**src/rtl/lfsr_burst_arbiter.sv**
```systemverilog
// lfsr_burst_arbiter
//   Shares one external LFSR among NUM_REQ requesters. A grant delivers a
//   burst of BURST_LEN LFSR words over a valid/ready handshake, and the LFSR
//   enable is driven so the LFSR advances exactly once per accepted word.
//   Arbitration is strict round-robin with one idle bubble between bursts.
//
//   Optional feature macro: LFSR_ARB_TIMEOUT_EN
//     defined   : a burst stalled for TIMEOUT consecutive cycles is aborted
//                 with a one-cycle abort pulse.
//     undefined : abort is tied low and a stalled burst waits indefinitely.
module lfsr_burst_arbiter #(
  parameter int NUM_REQ   = 4,
  parameter int BURST_LEN = 8,
  parameter int DATA_W    = 64,
  parameter int TIMEOUT   = 16
) (
  input  logic               clk,
  input  logic               reset_n,
  input  logic [NUM_REQ-1:0] req,
  output logic [NUM_REQ-1:0] gnt,
  input  logic [NUM_REQ-1:0] rsp_ready,
  output logic               rsp_valid,
  output logic [DATA_W-1:0]  rsp_data,
  output logic               rsp_last,
  output logic               lfsr_en,
  input  logic [DATA_W-1:0]  lfsr_out,
  output logic               busy,
  output logic               abort
);

  localparam int PTR_W = (NUM_REQ > 1) ? $clog2(NUM_REQ) : 1;
  localparam int CNT_W = $clog2(BURST_LEN + 1);

  // Beat index that carries rsp_last.
  localparam logic [CNT_W-1:0] LAST_BEAT = CNT_W'(BURST_LEN - 1);
  // Grant vector for requester 0; shifted to build the one-hot grant.
  localparam logic [NUM_REQ-1:0] ONE_HOT_LSB = {{(NUM_REQ-1){1'b0}}, 1'b1};
  // Highest requester index, used for the round-robin wrap.
  localparam logic [PTR_W-1:0] LAST_REQ = PTR_W'(NUM_REQ - 1);

  typedef enum logic [0:0] {
    ST_IDLE  = 1'b0,
    ST_BURST = 1'b1
  } state_t;

  // Registered state
  state_t             state_r;
  logic [NUM_REQ-1:0] gnt_r;
  logic [PTR_W-1:0]   g_idx_r;     // index of the granted requester
  logic [PTR_W-1:0]   rr_ptr_r;    // search start for the next arbitration
  logic [CNT_W-1:0]   beat_cnt_r;  // words accepted in the current burst

  // Next-state values
  state_t             state_s;
  logic [NUM_REQ-1:0] gnt_s;
  logic [PTR_W-1:0]   g_idx_s;
  logic [PTR_W-1:0]   rr_ptr_s;
  logic [CNT_W-1:0]   beat_cnt_s;

  // Arbitration and handshake helpers
  logic               pick_found_s;
  logic [PTR_W-1:0]   pick_idx_s;
  logic [PTR_W:0]     cand_s;      // one extra bit so the wrap can be detected
  logic [PTR_W-1:0]   next_ptr_s;
  logic               hs_s;
  logic               abort_s;

  // A word is accepted when a burst is active and the granted requester is ready.
  assign hs_s = (state_r == ST_BURST) && rsp_ready[g_idx_r];

  // Round-robin successor of the current grant; becomes rr_ptr when the burst ends.
  always_comb begin
    next_ptr_s = '0;
    if (g_idx_r == LAST_REQ) begin
      next_ptr_s = '0;
    end else begin
      next_ptr_s = g_idx_r + PTR_W'(1);
    end
  end

  // Find the first requesting index at or above rr_ptr, wrapping past NUM_REQ-1 to 0.
  always_comb begin
    pick_found_s = 1'b0;
    pick_idx_s   = '0;
    cand_s       = '0;
    for (int i = 0; i < NUM_REQ; i++) begin
      cand_s = {1'b0, rr_ptr_r} + (PTR_W+1)'(i);
      if (cand_s >= (PTR_W+1)'(NUM_REQ)) begin
        cand_s = cand_s - (PTR_W+1)'(NUM_REQ);
      end else begin
        cand_s = cand_s;
      end
      if (!pick_found_s && req[cand_s[PTR_W-1:0]]) begin
        pick_found_s = 1'b1;
        pick_idx_s   = cand_s[PTR_W-1:0];
      end else begin
        pick_found_s = pick_found_s;
      end
    end
  end

`ifdef LFSR_ARB_TIMEOUT_EN
  localparam int STALL_W = (TIMEOUT > 1) ? $clog2(TIMEOUT) : 1;
  // Stall count at which a further cycle without a handshake aborts the burst.
  localparam logic [STALL_W-1:0] STALL_LAST = STALL_W'(TIMEOUT - 1);

  logic [STALL_W-1:0] stall_cnt_r;
  logic [STALL_W-1:0] stall_cnt_s;

  // Count consecutive stalled burst cycles and flag the abort on the last tolerated one.
  always_comb begin
    abort_s     = 1'b0;
    stall_cnt_s = '0;
    if (state_r == ST_BURST) begin
      if (hs_s) begin
        stall_cnt_s = '0;
      end else if (stall_cnt_r == STALL_LAST) begin
        abort_s     = 1'b1;
        stall_cnt_s = '0;
      end else begin
        stall_cnt_s = stall_cnt_r + STALL_W'(1);
      end
    end else begin
      stall_cnt_s = '0;
    end
  end

  // Stall counter register.
  always_ff @(posedge clk) begin
    if (!reset_n) begin
      stall_cnt_r <= '0;
    end else begin
      stall_cnt_r <= stall_cnt_s;
    end
  end
`else
  // Without the timeout a stalled burst simply waits; TIMEOUT has no effect.
  assign abort_s = 1'b0;
  logic unused_timeout_s;
  assign unused_timeout_s = (TIMEOUT > 0);
`endif

  // Next-state logic: arbitrate in IDLE, count accepted beats in BURST.
  always_comb begin
    state_s    = state_r;
    gnt_s      = gnt_r;
    g_idx_s    = g_idx_r;
    rr_ptr_s   = rr_ptr_r;
    beat_cnt_s = beat_cnt_r;
    case (state_r)
      ST_IDLE: begin
        beat_cnt_s = '0;
        if (pick_found_s) begin
          state_s = ST_BURST;
          gnt_s   = ONE_HOT_LSB << pick_idx_s;
          g_idx_s = pick_idx_s;
        end else begin
          gnt_s   = '0;
        end
      end
      ST_BURST: begin
        if (hs_s) begin
          if (beat_cnt_r == LAST_BEAT) begin
            // Final word accepted: release and hand priority to the next requester.
            state_s    = ST_IDLE;
            gnt_s      = '0;
            beat_cnt_s = '0;
            rr_ptr_s   = next_ptr_s;
          end else begin
            beat_cnt_s = beat_cnt_r + CNT_W'(1);
          end
        end else if (abort_s) begin
          // Timed out: drop the remaining words; consumed words stay consumed.
          state_s    = ST_IDLE;
          gnt_s      = '0;
          beat_cnt_s = '0;
          rr_ptr_s   = next_ptr_s;
        end else begin
          state_s    = ST_BURST;
        end
      end
      default: begin
        state_s    = ST_IDLE;
        gnt_s      = '0;
        g_idx_s    = '0;
        rr_ptr_s   = '0;
        beat_cnt_s = '0;
      end
    endcase
  end

  // State register with synchronous active-low reset; a reset mid-burst discards it.
  always_ff @(posedge clk) begin
    if (!reset_n) begin
      state_r    <= ST_IDLE;
      gnt_r      <= '0;
      g_idx_r    <= '0;
      rr_ptr_r   <= '0;
      beat_cnt_r <= '0;
    end else begin
      state_r    <= state_s;
      gnt_r      <= gnt_s;
      g_idx_r    <= g_idx_s;
      rr_ptr_r   <= rr_ptr_s;
      beat_cnt_r <= beat_cnt_s;
    end
  end

  // Outputs are decoded from registered state; lfsr_en and abort follow the
  // requester's ready in the same cycle so the LFSR steps once per accepted word.
  assign gnt       = gnt_r;
  assign rsp_valid = (state_r == ST_BURST);
  assign busy      = (state_r == ST_BURST);
  assign rsp_last  = (state_r == ST_BURST) && (beat_cnt_r == LAST_BEAT);
  assign lfsr_en   = hs_s;
  assign rsp_data  = lfsr_out;
  assign abort     = abort_s;

endmodule

```
**config.mk**
```make
export PLATFORM = sky130hd
export DESIGN_NAME = lfsr_burst_arbiter
export DESIGN_NICKNAME = d
export VERILOG_FILES = /design/src/rtl/lfsr_burst_arbiter.sv
export SDC_FILE = /design/constraint.sdc
export NUM_CORES = 1
export LEC_CHECK = 0
export BUFFER_PORTS_ARGS = -buffer_cell sky130_fd_sc_hd__buf_2
export CAP_MARGIN = 20
export CELL_PAD_IN_SITES_DETAIL_PLACEMENT = 1
export CELL_PAD_IN_SITES_GLOBAL_PLACEMENT = 2
export CORE_MARGIN = 2
export CORE_UTILIZATION = 13
export CTS_CLUSTER_SIZE = 16
export DETAILED_ROUTE_END_ITERATION = 8
export PLACE_DENSITY_LB_ADDON = 0.1
export SYNTH_ARGS = -nofsm -noshare
export SYNTH_HDL_FRONTEND = slang
export SYNTH_SLANG_ARGS = --single-unit
```
**constraint.sdc**
```tcl
create_clock -name clk -period 1.5 [get_ports clk]
set_clock_uncertainty 0.05 [all_clocks]
set_input_delay 0.3 -clock clk [delete_from_list [all_inputs] [get_ports clk]]
set_output_delay 0.3 -clock clk [all_outputs]
set_load 0.02 [all_outputs]
```
==> reports/results.tsv, run 1 <==
metric	value	unit
status	finished with violations	
violations	negative setup slack	
yosys_warnings	0	
post-place-ws	-0.162	ns
crit_required	1.15	ns
grt_pass1_wl	4.34	mm
initial_core_util	13.3	%
fp.dieH	98.3	um
nNetsFinal	186	
cp_slowest_cell	mux4_2	
drive_above_1_share	47.7	%
core-area	8680	um^2
syn_area_per_cell	8.49	um^2
endpoint_kind	output pin	
grt_pass1_vias	802	
cp_cell_sequence	mux4_2 > and2_4 > buf_6	
route.detailed.drc	0	
critPathKind	flip-flop to output pin	
dieArea	9650	um^2
overflow	0	
hold_path_class	primary input to flip-flop	
leakage	0.000451	uW
final_common_cell	buf_4	
crit_fanout	2	
vias_per_cell	3.47	
num_antenna_cells	0	
clkLatencyLatePin	0.24	ns
slowest_delay	0.51	ns
cellPowerDensity	825	nW/um^2
cts_buffers	3	
design_area	1110	um^2
fin_ws	-0.238	ns
critical_path.startpoint_type	flip-flop	
cts_max_path_buffers	2	
syn_to_final_growth	-3.90	%
drtPass1Iterations	3	
wl_per_cell	12.6	um
seq_area	267	um^2
postPlaceCellArea	987	um^2
grt_max_degree	9	
timing.final.crit_share	116	%
clk_pin_slew	0.06	ns
cts.sinks	13	
root_buffer	clkbuf_8	
final_cell_mix	18 x buf_4, 15 x buf_2, 9 x nand2_1	
place.gp.congestion	0.682	
grtUsageTotal	5.67	%
period_minus_slack	1.74	ns
multi_input_area	423	um^2
htree_num_levels	1	
cp_data_arrival_time	1.39	ns
fmax	576	MHz
netlist_area	1150	um^2
pin_count	147	
synth_cell_type_count	34	
cts-hold-fix-buffers	0	
tritoncts	yes	
setup_viol_count_final	10	
rsz0062_at_grt	true	
fillCellCount	1060	
routed_wirelength	2.74	mm
vias	753	
drt_iter0_drc	17	
antenna_found_initial	0	
slew_violations	0	
ys_seq_area_share	22.5	%
ant_nets	0	
vdd_drop_max	0.150	mV
final_hold_viol_count	0	
die_w	98.3	um
hpwl	2.20	mm
max-cap-violations	0	
io_buffers	17	
rows	34	
syn_inst	136	
ys_ff_latch	13	
syn-num-nets	212	
per-layer routing:
metal	up-vias	part of all wire, %	GRT usage (%)
li1	334	-	-
met1	355	42	6.58
met2	44	45	8.64
met3	20	11	2.72
met4	0	2.3	3.06
met5	-	0	0
path summary, 6_finish.rpt:
check                  start          end  slack (ns)  depth (start not counted)
hold / removal       reset_n   g_idx_r[1]        0.35                          2
setup reg to reg  g_idx_r[0]  rr_ptr_r[0]       -0.07                          5
setup / recovery  g_idx_r[0]      lfsr_en       -0.24                          3
hold reg to reg       gnt[1]       gnt[1]        0.40                          2
critical path, delay by kind of cell, from the launching register on:
family | cells | cell delay (ns)
buffers and inverters | 1 | 0.12
AND/OR/NAND/NOR | 1 | 0.17
flip-flops | 1 | 0.34
multiplexers | 1 | 0.51
what timing repair did:
| item | 4_1_cts | 5_1_grt |
|---|---|---|
| cloned | 0 | 0 |
| setup buffers | 2 | 2 |
| gates resized for setup | 10 | 3 |
| endpoints found under the setup margin | 12 | 12 |
| pin swaps | 1 | 0 |
report_power, final:
| part | internal [uW] | switching [uW] | total, uW |
|---|---|---|---|
| Clock | 188 | 136 | 324 |
| Combinational | 96.3 | 106 | 203 |
| Sequential | 366 | 22.1 | 389 |
| Total | 650 | 265 | 915 |
final cells by class:
type	count	share of cell area, %
well taps	108	12.2
inverters	2	0.676
repair buffers	35	21.0
clock buffers	4	4.06
flip-flops and latches	13	24.0
multi-input cells	55	38.1
state kept, by name, summed over array words and instances (netlist names):
name	cells
g_idx_r	2
beat_cnt_r	4
rr_ptr_r	2
gnt	4
busy	1
synthesized netlist by cell type:
cell type   n  share of area, %
buf_4      66                43
dfxtp_1    13                23
nand2_1     9               2.9
nor2_1      5               1.6
a21oi_1     3               1.3
nand2b_1    3               1.6
a32o_1      2               1.7
and2_1      2               1.1
ha_1        2               2.2
inv_1       2              0.65
nor2b_1     2               1.1
o22ai_1     2               1.1
o31ai_1     2               1.3
or3_1       2               1.1
xor2_1      2               1.5
a21boi_0    1              0.65
a21boi_1    1              0.65
a21o_1      1              0.65
a221o_1     1              0.87
a31o_2      1              0.76
a41oi_2     1               1.4
and2_2      1              0.65
and2b_1     1              0.65
and3_1      1              0.54
conb_1      1              0.32
mux2i_1     1              0.87
mux4_2      1               2.0
nand4_1     1              0.54
nand4_4     1               1.8
nor4_1      1              0.54
o21ai_0     1              0.43
o221ai_1    1              0.76
o22a_1      1              0.76
or2_2       1              0.54
cells by family (layout without fill, tap and decap cells):
family	count (synthesis)	after routing	share of synthesized area, %
mux	2	2	2.82
simple gates	30	30	14.7
fa+ha+maj	2	2	2.17
other cells	1	1	0.325
xor+xnor	2	2	1.52
compound gates	18	18	12.4
buf+inv	68	41	43.6
flops	13	13	22.5
stage by stage:
stage	total power, uW	instances	util, %	hold WS (ns)	setup TNS [ns]
global route	979	217	12.8	0.353	-1.55
finish	915	217	12.8	0.350	-0.583
CTS	946	215	12.5	0.340	-0.942
floorplan	751	136	-	0.401	-0.00295
global placement	592	209	11.4	0.399	-0.993
detailed placement	589	209	11.4	0.390	-1.19
(Power assumes the default switching activity.)
==> run 2, diff against run 1 <==
Settings changed: GPL_TIMING_DRIVEN set to 0, SLEW_MARGIN set to 10.
==> reports/results.tsv, run 2 (synthesized netlist as in run 1, its figures left out) <==
metric	value	unit
initial_core_util	13.3	%
pwr-share-seq	32.0	%
route.detailed.drc	0	
cp_data_arrival_time	1.39	ns
vdd_drop_max	0.196	mV
nNetsFinal	306	
fp.dieH	98.3	um
syn_to_final_growth	61.1	%
antenna_found_initial	0	
grt_pass1_wl	5.11	mm
clkLatencyLatePin	0.24	ns
whs	0.339	ns
pin_count	147	
fin_ws	-0.241	ns
setup_viol_count_final	10	
routed_wirelength	3.33	mm
crit_required	1.15	ns
clk_pin_slew	0.06	ns
p_int	797	uW
grt_pass1_vias	1140	
final_common_cell	buf_2	
cp_slowest_cell	mux4_2	
rows	34	
overflow	0	
max-cap-violations	0	
finalPower	1220	uW
grtUsageTotal	6.40	%
worstRegToRegCells	5	
io_buffers	81	
drtPass1Iterations	4	
power_frac_comb	42.1	%
timing.final.crit_share	116	%
slew_violations	0	
cellPowerDensity	654	nW/um^2
post-place-cells	325	
min_path_cells	2	
status	finished with violations	
fmax	575	MHz
critical_path.startpoint_type	flip-flop	
vias	1177	
cts_buffers	3	
cp_cell_sequence	mux4_2 > and2_4 > buf_6	
vias_per_cell	3.49	
slowest_delay	0.50	ns
path_delay_family	multiplexers	
critPathKind	flip-flop to output pin	
crit_fanout	2	
leakage	0.000975	uW
cp.depth	3	
core-area	8680	um^2
dieArea	9650	um^2
period_minus_slack	1.74	ns
hpwl	2.82	mm
htree_num_levels	1	
num_antenna_cells	0	
cp_num_buf_inv	1	
die_w	98.3	um
netSwitchingPower	419	uW
grt_max_degree	9	
ant_nets	0	
switching_share	34.5	%
drt_iter0_drc	16	
rsz0062_at_grt	true	
cts_max_path_buffers	2	
final_hold_viol_count	0	
endpoint_kind	output pin	
drive_above_1_share	76.4	%
layout.cells.non_filler	337	
root_buffer	clkbuf_8	
final_cell_mix	79 x buf_2, 74 x buf_4, 9 x nand2_1	
clockPowerShare	25.9	%
wl_per_cell	9.88	um
violations	negative setup slack	
place.gp.congestion	0.626	
cts.sinks	13	
hold_path_class	primary input to flip-flop	
tritoncts	yes	
-- run 2: cell types whose count changed in the layout (fill, tap and decap cells not counted), sizes merged --
cell,previous run,this run
clkinv,0,1
clkbuf,4,3
buf,35,155
-- run 2: metal layers --
layer  part of all wire, %  GRT usage [%]  vias up  wire, um
met4                  0.63           1.58        0        21
li1                      -              -      574         -
met5                     0              0        -         0
met2                    48           11.2       84      1600
met3                    12           2.36        2       398
met1                    40           7.44      517      1320
-- run 2: worst reg2reg max path, delay by kind of cell, from the launching register on --
family,cells,cell delay [ns]
mux,1,0.50
flops,1,0.36
compound gates,1,0.20
buf+inv,1,0.19
simple gates,2,0.16
-- run 2: path summary, 6_finish.rpt --
| kind | startpoint | slack [ns] | endpoint |
|---|---|---|---|
| worst max-delay path | g_idx_r[0] | -0.24 | lfsr_en |
| worst min-delay path | reset_n | 0.34 | g_idx_r[1] |
| worst min register to register | gnt[3] | 0.41 | gnt[3] |
| worst max register to register | g_idx_r[0] | -0.07 | rr_ptr_r[1] |
-- run 2: cell type report --
| cell class | count | area, um^2 |
|---|---|---|
| fill | 1077 | 6820 |
| buffer | 66 | 495 |
| timing repair buffer | 89 | 478 |
| multi-input combinational | 55 | 425 |
| sequential | 13 | 273 |
| tap | 108 | 135 |
| clock buffer | 3 | 41.3 |
| inverter | 2 | 7.51 |
| clock inverter | 1 | 5.00 |
-- run 2: power groups by stage --
stage	sequential, uW	clock [uW]	combinational (uW)
2_1_floorplan	403	0	347
3_3_place_gp	397	0	497
3_5_place_dp	397	0	494
4_1_cts	391	335	515
5_1_grt	392	357	550
6_report	389	315	512
-- run 2: per-stage QoR --
step / TNS (ns) / area (um^2) / setup slack [ns] / util (%)
floorplan: -0.00295 / 1160 / -0.00295 / -
global placement: -1.22 / 1700 / -0.200 / 19.6
detailed placement: -1.10 / 1700 / -0.205 / 19.6
CTS: -0.745 / 1820 / -0.257 / 20.9
global route: -1.63 / 1860 / -0.286 / 21.4
finish: -0.633 / 1860 / -0.241 / 21.4
-- run 2: what timing repair did --
item	4_1_cts	5_1_grt
pin swaps	0	2
gates resized for setup	13	4
cloned	0	0
endpoints found under the setup margin	12	13
hold buffers	0	0
setup buffers	4	4
==> run 3, diff against run 2 <==
Settings changed: PLACE_DENSITY set to 0.86, PLACE_DENSITY_LB_ADDON 0.1 to unset.
==> reports/results.tsv, run 3 (synthesized netlist as in run 1, its figures left out) <==
metric	value	unit
status	finished with violations	
violations	negative setup slack	
rsz0062_at_grt	true	
drive_above_1_share	75.2	%
nNetsFinal	303	
pin_count	147	
crit_path_start	g_idx_r[0]	
vdd_drop_max	0.268	mV
cp_data_arrival_time	1.40	ns
seq_area	273	um^2
max-cap-violations	0	
clk_pin_slew	0.05	ns
final_util	21.2	%
fmax	573	MHz
timing.final.crit_share	116	%
critical_path.startpoint_type	flip-flop	
r2r_slack	-0.16	ns
worstRegToRegCells	6	
num_antenna_cells	0	
critPathKind	flip-flop to output pin	
grt_pass1_vias	1046	
vias	1169	
timing.rr.start	g_idx_r[0]	
setup_total_negative_slack	-1.42	ns
slew_violations	0	
fillCellCount	1052	
final_hold_viol_count	0	
cts_max_path_buffers	2	
clkLatencyLatePin	0.24	ns
final_cell_mix	79 x buf_2, 70 x buf_4, 8 x nand2_1	
cts.sinks	13	
wl_per_cell	9.21	um
grtUsageTotal	5.63	%
cts_buffers	3	
ant_nets	0	
route.detailed.drc	0	
syn_to_final_growth	59.5	%
fp.dieH	98.3	um
htree_num_levels	1	
cellPowerDensity	660	nW/um^2
drt_iter0_drc	17	
period_minus_slack	1.75	ns
crit_fanout	2	
drtPass1Iterations	4	
grt_pass1_wl	4.51	mm
r2r-end	rr_ptr_r[1]	
rows	34	
final_common_cell	buf_2	
antenna_found_initial	0	
endpoint_kind	output pin	
setup_viol_count_final	12	
leakage	0.000959	uW
hpwl	2.67	mm
tritoncts	yes	
min_path_cells	2	
root_buffer	clkbuf_8	
place.gp.congestion	0.661	
endpoint	lfsr_en	
core-area	8680	um^2
crit_required	1.15	ns
multi_input_area	423	um^2
die_w	98.3	um
io_buffers	81	
fin_ws	-0.246	ns
routed_wirelength	3.08	mm
initial_core_util	13.3	%
overflow	0	
dieArea	9650	um^2
vias_per_cell	3.50	
hold_path_class	primary input to flip-flop	
grt_max_degree	9	
## run 3: changes by cell type in the layout (fill, tap and decap cells not counted), sizes merged
cell    previous run  this run
buf              155       152
clkbuf             3         4
clkinv             1         0
## run 3: layer usage
metal / vias up / wire [um] / GRT usage (%) / share of wire [%]
li1: 570 / - / - / -
met1: 503 / 1250 / 7.07 / 41
met2: 96 / 1400 / 9.43 / 45
met3: 0 / 429 / 2.08 / 14
met4: 0 / 0 / 0.948 / 0
met5: - / 0 / 0 / 0
## run 3: area by class of cell
class	count	area share, %
Tap cell	108	7.34
Sequential cell	13	14.8
Buffer	66	26.9
Timing Repair Buffer	86	25.1
Clock buffer	4	2.45
Inverter	2	0.408
Multi-Input combinational cell	55	23.0
## run 3: worst min path at each step
stage | from | end | slack (ns)
global route | reset_n | g_idx_r[1] | 0.35
detailed placement | gnt[1] | gnt[1] | 0.40
finish | reset_n | g_idx_r[1] | 0.34
global placement | gnt[1] | gnt[1] | 0.39
floorplan | reset_n | g_idx_r[0] | 0.40
CTS | reset_n | g_idx_r[1] | 0.34
## run 3: timing repair
action,in CTS,in global routing
setup buffers,2,3
hold buffers,0,0
cloned,0,0
endpoints found under the hold margin,0,0
resized for setup,11,7
pin swaps,0,4
endpoints found under the setup margin,12,12
## run 3: per-stage QoR
stage          std cells  hold slack, ns  instance area [um^2]  power, uW  setup slack (ns)
5_1_grt              334           0.352                  1840       1290            -0.285
4_1_cts              331           0.336                  1800       1230            -0.255
3_5_place_dp         325           0.401                  1700        891            -0.210
3_3_place_gp         325           0.394                  1700        881            -0.199
2_1_floorplan        136           0.401                  1160        751          -0.00295
6_report             334           0.339                  1840       1220            -0.246
## run 3: critical path, cell delays in order (launching register included)
cell and delay, ns:
dfxtp_4 0.36, mux4_2 0.50, and2_4 0.17, buf_6 0.12
## run 3: where the power goes
group	switching, uW	leakage, uW	internal (uW)
logic	264	0.000828	255
clock network	120	0.0000228	187
registers	24.2	0.000109	364
